===== src/rtl/muldiv_unit.sv =====
// Iterative RV32M multiply/divide unit.
// Shift-add multiplier and restoring divider share one hi/lo datapath.
module muldiv_unit #(
  parameter int WIDTH = 32
) (
  input  logic             clock,
  input  logic             reset,
  input  logic             start,
  input  logic [2:0]       op,
  input  logic [WIDTH-1:0] operand_a,
  input  logic [WIDTH-1:0] operand_b,
  output logic             busy,
  output logic             done,
  output logic [WIDTH-1:0] result
);

  localparam int CW = $clog2(WIDTH);

  typedef enum logic [1:0] {
    IDLE,
    CALC,
    FIX
  } state_t;

  state_t           state;
  logic [CW-1:0]    cnt;
  logic [2:0]       op_q;
  logic             neg_a;
  logic             neg_b;
  logic             b_zero;
  logic [WIDTH-1:0] hi;
  logic [WIDTH-1:0] lo;
  logic [WIDTH-1:0] m;

  logic             sgn_a;
  logic             sgn_b;
  logic             in_neg_a;
  logic             in_neg_b;
  logic [WIDTH-1:0] abs_a;
  logic [WIDTH-1:0] abs_b;

  always_comb begin
    sgn_a = 1'b0;
    sgn_b = 1'b0;
    unique case (op)
      3'b000,
      3'b001,
      3'b100,
      3'b110: begin
        sgn_a = 1'b1;
        sgn_b = 1'b1;
      end
      3'b010: sgn_a = 1'b1;
      default: ;
    endcase
  end

  assign in_neg_a = sgn_a & operand_a[WIDTH-1];
  assign in_neg_b = sgn_b & operand_b[WIDTH-1];
  assign abs_a    = in_neg_a ? -operand_a : operand_a;
  assign abs_b    = in_neg_b ? -operand_b : operand_b;

  logic             is_div;
  logic [WIDTH:0]   mul_sum;
  logic [WIDTH:0]   div_sh;
  logic [WIDTH:0]   div_tr;
  logic             div_ok;

  assign is_div  = op_q[2];
  assign mul_sum = {1'b0, hi} + (lo[0] ? {1'b0, m} : '0);
  assign div_sh  = {hi, lo[WIDTH-1]};
  assign div_tr  = div_sh - {1'b0, m};
  assign div_ok  = ~div_tr[WIDTH];

  logic [2*WIDTH-1:0] prod;
  logic [2*WIDTH-1:0] prod_s;
  logic [WIDTH-1:0]   quo;
  logic [WIDTH-1:0]   rem;
  logic [WIDTH-1:0]   fix_val;

  // A zero divisor leaves hi = |a|, so the remainder sign fix restores a.
  assign prod   = {hi, lo};
  assign prod_s = (neg_a ^ neg_b) ? -prod : prod;
  assign quo    = b_zero ? '1 : ((neg_a ^ neg_b) ? -lo : lo);
  assign rem    = neg_a ? -hi : hi;

  always_comb begin
    fix_val = prod_s[WIDTH-1:0];
    unique case (op_q)
      3'b000:  fix_val = prod_s[WIDTH-1:0];
      3'b001,
      3'b010,
      3'b011:  fix_val = prod_s[2*WIDTH-1:WIDTH];
      3'b100,
      3'b101:  fix_val = quo;
      default: fix_val = rem;
    endcase
  end

  always_ff @(posedge clock) begin
    if (reset) begin
      state  <= IDLE;
      cnt    <= '0;
      op_q   <= '0;
      neg_a  <= 1'b0;
      neg_b  <= 1'b0;
      b_zero <= 1'b0;
      hi     <= '0;
      lo     <= '0;
      m      <= '0;
      busy   <= 1'b0;
      done   <= 1'b0;
      result <= '0;
    end else begin
      done <= 1'b0;
      unique case (state)
        IDLE: begin
          if (start) begin
            state  <= CALC;
            cnt    <= '0;
            busy   <= 1'b1;
            op_q   <= op;
            neg_a  <= in_neg_a;
            neg_b  <= in_neg_b;
            b_zero <= (operand_b == '0);
            hi     <= '0;
            lo     <= op[2] ? abs_a : abs_b;
            m      <= op[2] ? abs_b : abs_a;
          end
        end
        CALC: begin
          if (is_div) begin
            hi <= div_ok ? div_tr[WIDTH-1:0] : div_sh[WIDTH-1:0];
            lo <= {lo[WIDTH-2:0], div_ok};
          end else begin
            hi <= mul_sum[WIDTH:1];
            lo <= {mul_sum[0], lo[WIDTH-1:1]};
          end
          cnt <= cnt + 1'b1;
          if (cnt == CW'(WIDTH - 1)) state <= FIX;
        end
        FIX: begin
          state  <= IDLE;
          busy   <= 1'b0;
          done   <= 1'b1;
          result <= fix_val;
        end
        default: state <= IDLE;
      endcase
    end
  end

endmodule


===== config.mk =====
export PLATFORM = sky130hd
export DESIGN_NAME = muldiv_unit
export DESIGN_NICKNAME = d
export VERILOG_FILES = /design/src/rtl/muldiv_unit.sv
export SDC_FILE = /design/constraint.sdc
export NUM_CORES = 1
export LEC_CHECK = 0
export CORE_MARGIN = 5
export CORE_UTILIZATION = 30
export DETAILED_ROUTE_END_ITERATION = 10
export HOLD_SLACK_MARGIN = 0.02
export SLEW_MARGIN = 15
export SYNTH_ARGS = -nofsm -noshare
export SYNTH_HDL_FRONTEND = slang
export SYNTH_SLANG_ARGS = --single-unit

===== constraint.sdc =====
create_clock -name clock -period 6.2 [get_ports clock]
set_input_delay 1.24 -clock clock [delete_from_list [all_inputs] [get_ports clock]]
set_output_delay 1.24 -clock clock [all_outputs]
set_load 0.02 [all_outputs]

==> results.json <==
{
  "arrival_ps": 4860,
  "cts_hold_buf": 0,
  "fin_worst_skew_ps": 15.6,
  "cpMostUsedCell": "a21oi_1",
  "reg2reg_to": "hi[9]",
  "cts_resized": 0,
  "slew_headroom": 0.269,
  "ys_ff_latch": 143,
  "wl_per_cell_um": 20.7,
  "synth_ff_type": "dfxtp_1",
  "ioPinCount": 104,
  "syn_avg_cell_area_sq_um": 7.09,
  "synth-edff-count": 0,
  "grt_pass1_vias": 13500,
  "cts_num_sinks": 143,
  "max_cap_viol_count": 0,
  "yosysMostFrequentCell": "nand2_1",
  "final_cell_area_sq_mm": 0.0157,
  "worstReg2RegStart": "hi[0]",
  "fill_cells": 4858,
  "p_per_area_mw_per_mm2": 210,
  "leakage_nw": 5.95,
  "drt-total-wl_um": 52400,
  "track_usage": 0.203,
  "worst_pin_slew_ps": 1100,
  "endpoint_kind": "register",
  "grt_start_max_net_pins": 65,
  "synth_warnings": 0,
  "fp.dieH_um": 223,
  "synth_largest_area_cell": "dfxtp_1",
  "place_hpwl_um": 40900,
  "dieArea_sq_mm": 0.0496,
  "grt_pass1_wl_um": 80200,
  "async_flop_share": 0,
  "portBuffers": 103,
  "path_clk_slew_ps": 70,
  "rows": 78,
  "core_area_sq_mm": 0.0451,
  "ant_nets": 0,
  "min_path_cells": 2,
  "cts_buffer_depth": 2,
  "fp.dieW_um": 223,
  "path_cells": "inv_1 -> fa_1 -> nand2b_1 -> a21oi_1 -> o21ai_0 -> a21oi_1 -> a21oi_1 -> xor2_4 -> buf_4 -> nand2_1 -> o21ai_0 -> a21oi_1 -> nor3_1",
  "gr-total-overflow": 0,
  "synth_cell_type_count": 66,
  "gp_congestion": 0.960,
  "peakVddDrop_mv": 0.138,
  "antenna_found_initial": 3,
  "setup_viol": 0,
  "syn_area_sq_mm": 0.0136,
  "ys_seq_area_frac": 0.211,
  "cts_tree": "built",
  "rsz0062_at_grt": "false",
  "synth_top_area_share": 0.211,
  "syn_nets": 2057,
  "insertion_delay_ps": 460,
  "fin_crit_ps": 4480,
  "cts_inserted_buffers": 17,
  "cts_max_level": 4,
  "postCtsSetupBuffers": 0,
  "vias": 14300,
  "layout.cells.non_filler": 2537,
  "post-route-util": 0.347,
  "crit_buf_inv": 2,
  "min_path_type": "register to register",
  "cts-root-buf": "clkbuf_16",
  "drt_iter0_drc": 1037,
  "rrSetupSlack_ps": 1720,
  "start_kind": "register",
  "area_delta_synth_final_pct": 15.3,
  "yosys-top-cells-area": "dfxtp_1 21%, xor2_1 7.2%, a21oi_1 7.2%",
  "slew_viol_final": 0,
  "finalHoldViolations": 0,
  "min_from": "result[18]",
  "nets": 2064,
  "worstSetupPathType": "register to register",
  "start_util": 0.301,
  "dpl_cell_area_sq_mm": 0.0151,
  "cpPeakStageDelay_ps": 890,
  "timing.final.crit_share": 0.723,
  "drive_gt1_frac": 0.0434,
  "cp_slowest_cell": "xor2_4",
  "required_ps": 6580,
  "netlist_instances": 1915,
  "status": "complete, no violations",
  "fmax_mhz": 223,
  "critPathMaxFanout": 37,
  "path_delay_family": "compound AO/OA/AOI/OAI gates",
  "dr.pass1.iters": 6,
  "worst_hold_path.endpoint": "result[18]",
  "reg2regPathDepth": 13,
  "finalSetupTns_ps": 0,
  "post-route-drc-count": 0,
  "synth.top_cells.by_count": "237 x nand2_1, 195 x a21oi_1, 179 x nor2_1",
  "dp.cells": 2503,
  "viasPerCell": 5.63
}
## how the worst max path moves through the flow
stage	slack, ps	start	depth (start not counted)	to
floorplan	2680	operand_a[4]	10	lo[30]
global placement	1740	operand_a[4]	11	m[24]
detailed placement	1750	operand_a[2]	11	lo[30]
CTS	1800	hi[0]	13	hi[9]
global route	1320	hi[0]	13	hi[6]
finish	1720	hi[0]	13	hi[9]
## placed cells by master (no fill, tap or decap), types with 24 or more instances in the layout
cell type,instances
dfxtp_1,142
o211ai_1,46
xnor2_1,92
nor2_1,178
nor3_1,39
nand2_1,237
ha_1,70
o21ai_0,140
nand3_1,29
xor2_1,110
clkdlybuf4s50_1,101
a21oi_1,195
o31ai_1,24
a211oi_1,60
inv_1,63
mux2i_1,41
## sequential cells by signal, summed over array words and instances (netlist names), 2 cells and up
| signal | count |
|---|---|
| hi | 32 |
| state | 2 |
| m | 32 |
| op_q | 3 |
| cnt | 5 |
| result | 32 |
| lo | 32 |
## routing by layer
metal | GRT usage | up-vias | routed length, um
met3 | 0.0547 | 89 | 4490
met4 | 0.0806 | 4 | 2160
met5 | 0 | - | 24
met2 | 0.317 | 564 | 22900
li1 | - | 6901 | -
met1 | 0.268 | 6731 | 22800
## power by group
part / internal, mW / switching [mW] / leakage, nW
logic: 0.421 / 0.750 / 4.49
clock network: 0.586 / 0.489 / 0.294
registers: 0.968 / 0.0822 / 1.17
## stage by stage
stage | power, mW | hold slack [ps] | setup slack, ps
2_1_floorplan | 1.83 | 429 | 2680
3_3_place_gp | 2.20 | 433 | 1740
3_5_place_dp | 2.21 | 436 | 1750
4_1_cts | 3.29 | 445 | 1800
5_1_grt | 3.46 | 463 | 1320
6_report | 3.30 | 438 | 1720
## cell families (layout without fill, tap and decap cells)
group | after synthesis | count (layout) | synth area share
AOI/OAI and AO/OA | 633 | 633 | 0.295
and+or+nand+nor | 616 | 616 | 0.206
xor gates and xnor gates | 205 | 205 | 0.132
buffers and inverters | 202 | 222 | 0.0568
DFF | 143 | 143 | 0.211
adders and majority gates | 72 | 72 | 0.0674
muxes | 44 | 44 | 0.0327
other | 0 | 2 | 0
## layout make-up
cell class | count | area (sq um) | area share
diodes | 2 | 5.00 | 0.000320
well taps | 600 | 751 | 0.0479
inverters | 64 | 240 | 0.0153
clock inverters | 14 | 158 | 0.0101
clock buffers | 18 | 439 | 0.0280
repair buffers | 126 | 1190 | 0.0762
flip-flops and latches | 143 | 2860 | 0.183
multi-input cells | 1570 | 10000 | 0.639
## worst reg2reg max path, cell delays in order (launching register included)
cell and delay, ps:
dfxtp_1 510, inv_1 170, fa_1 490, nand2b_1 190, a21oi_1 300, o21ai_0 200, a21oi_1 450, a21oi_1 310
xor2_4 890, buf_4 410, nand2_1 80, o21ai_0 100, a21oi_1 100, nor3_1 200
Note: power is estimated with default switching activity, not from simulation.
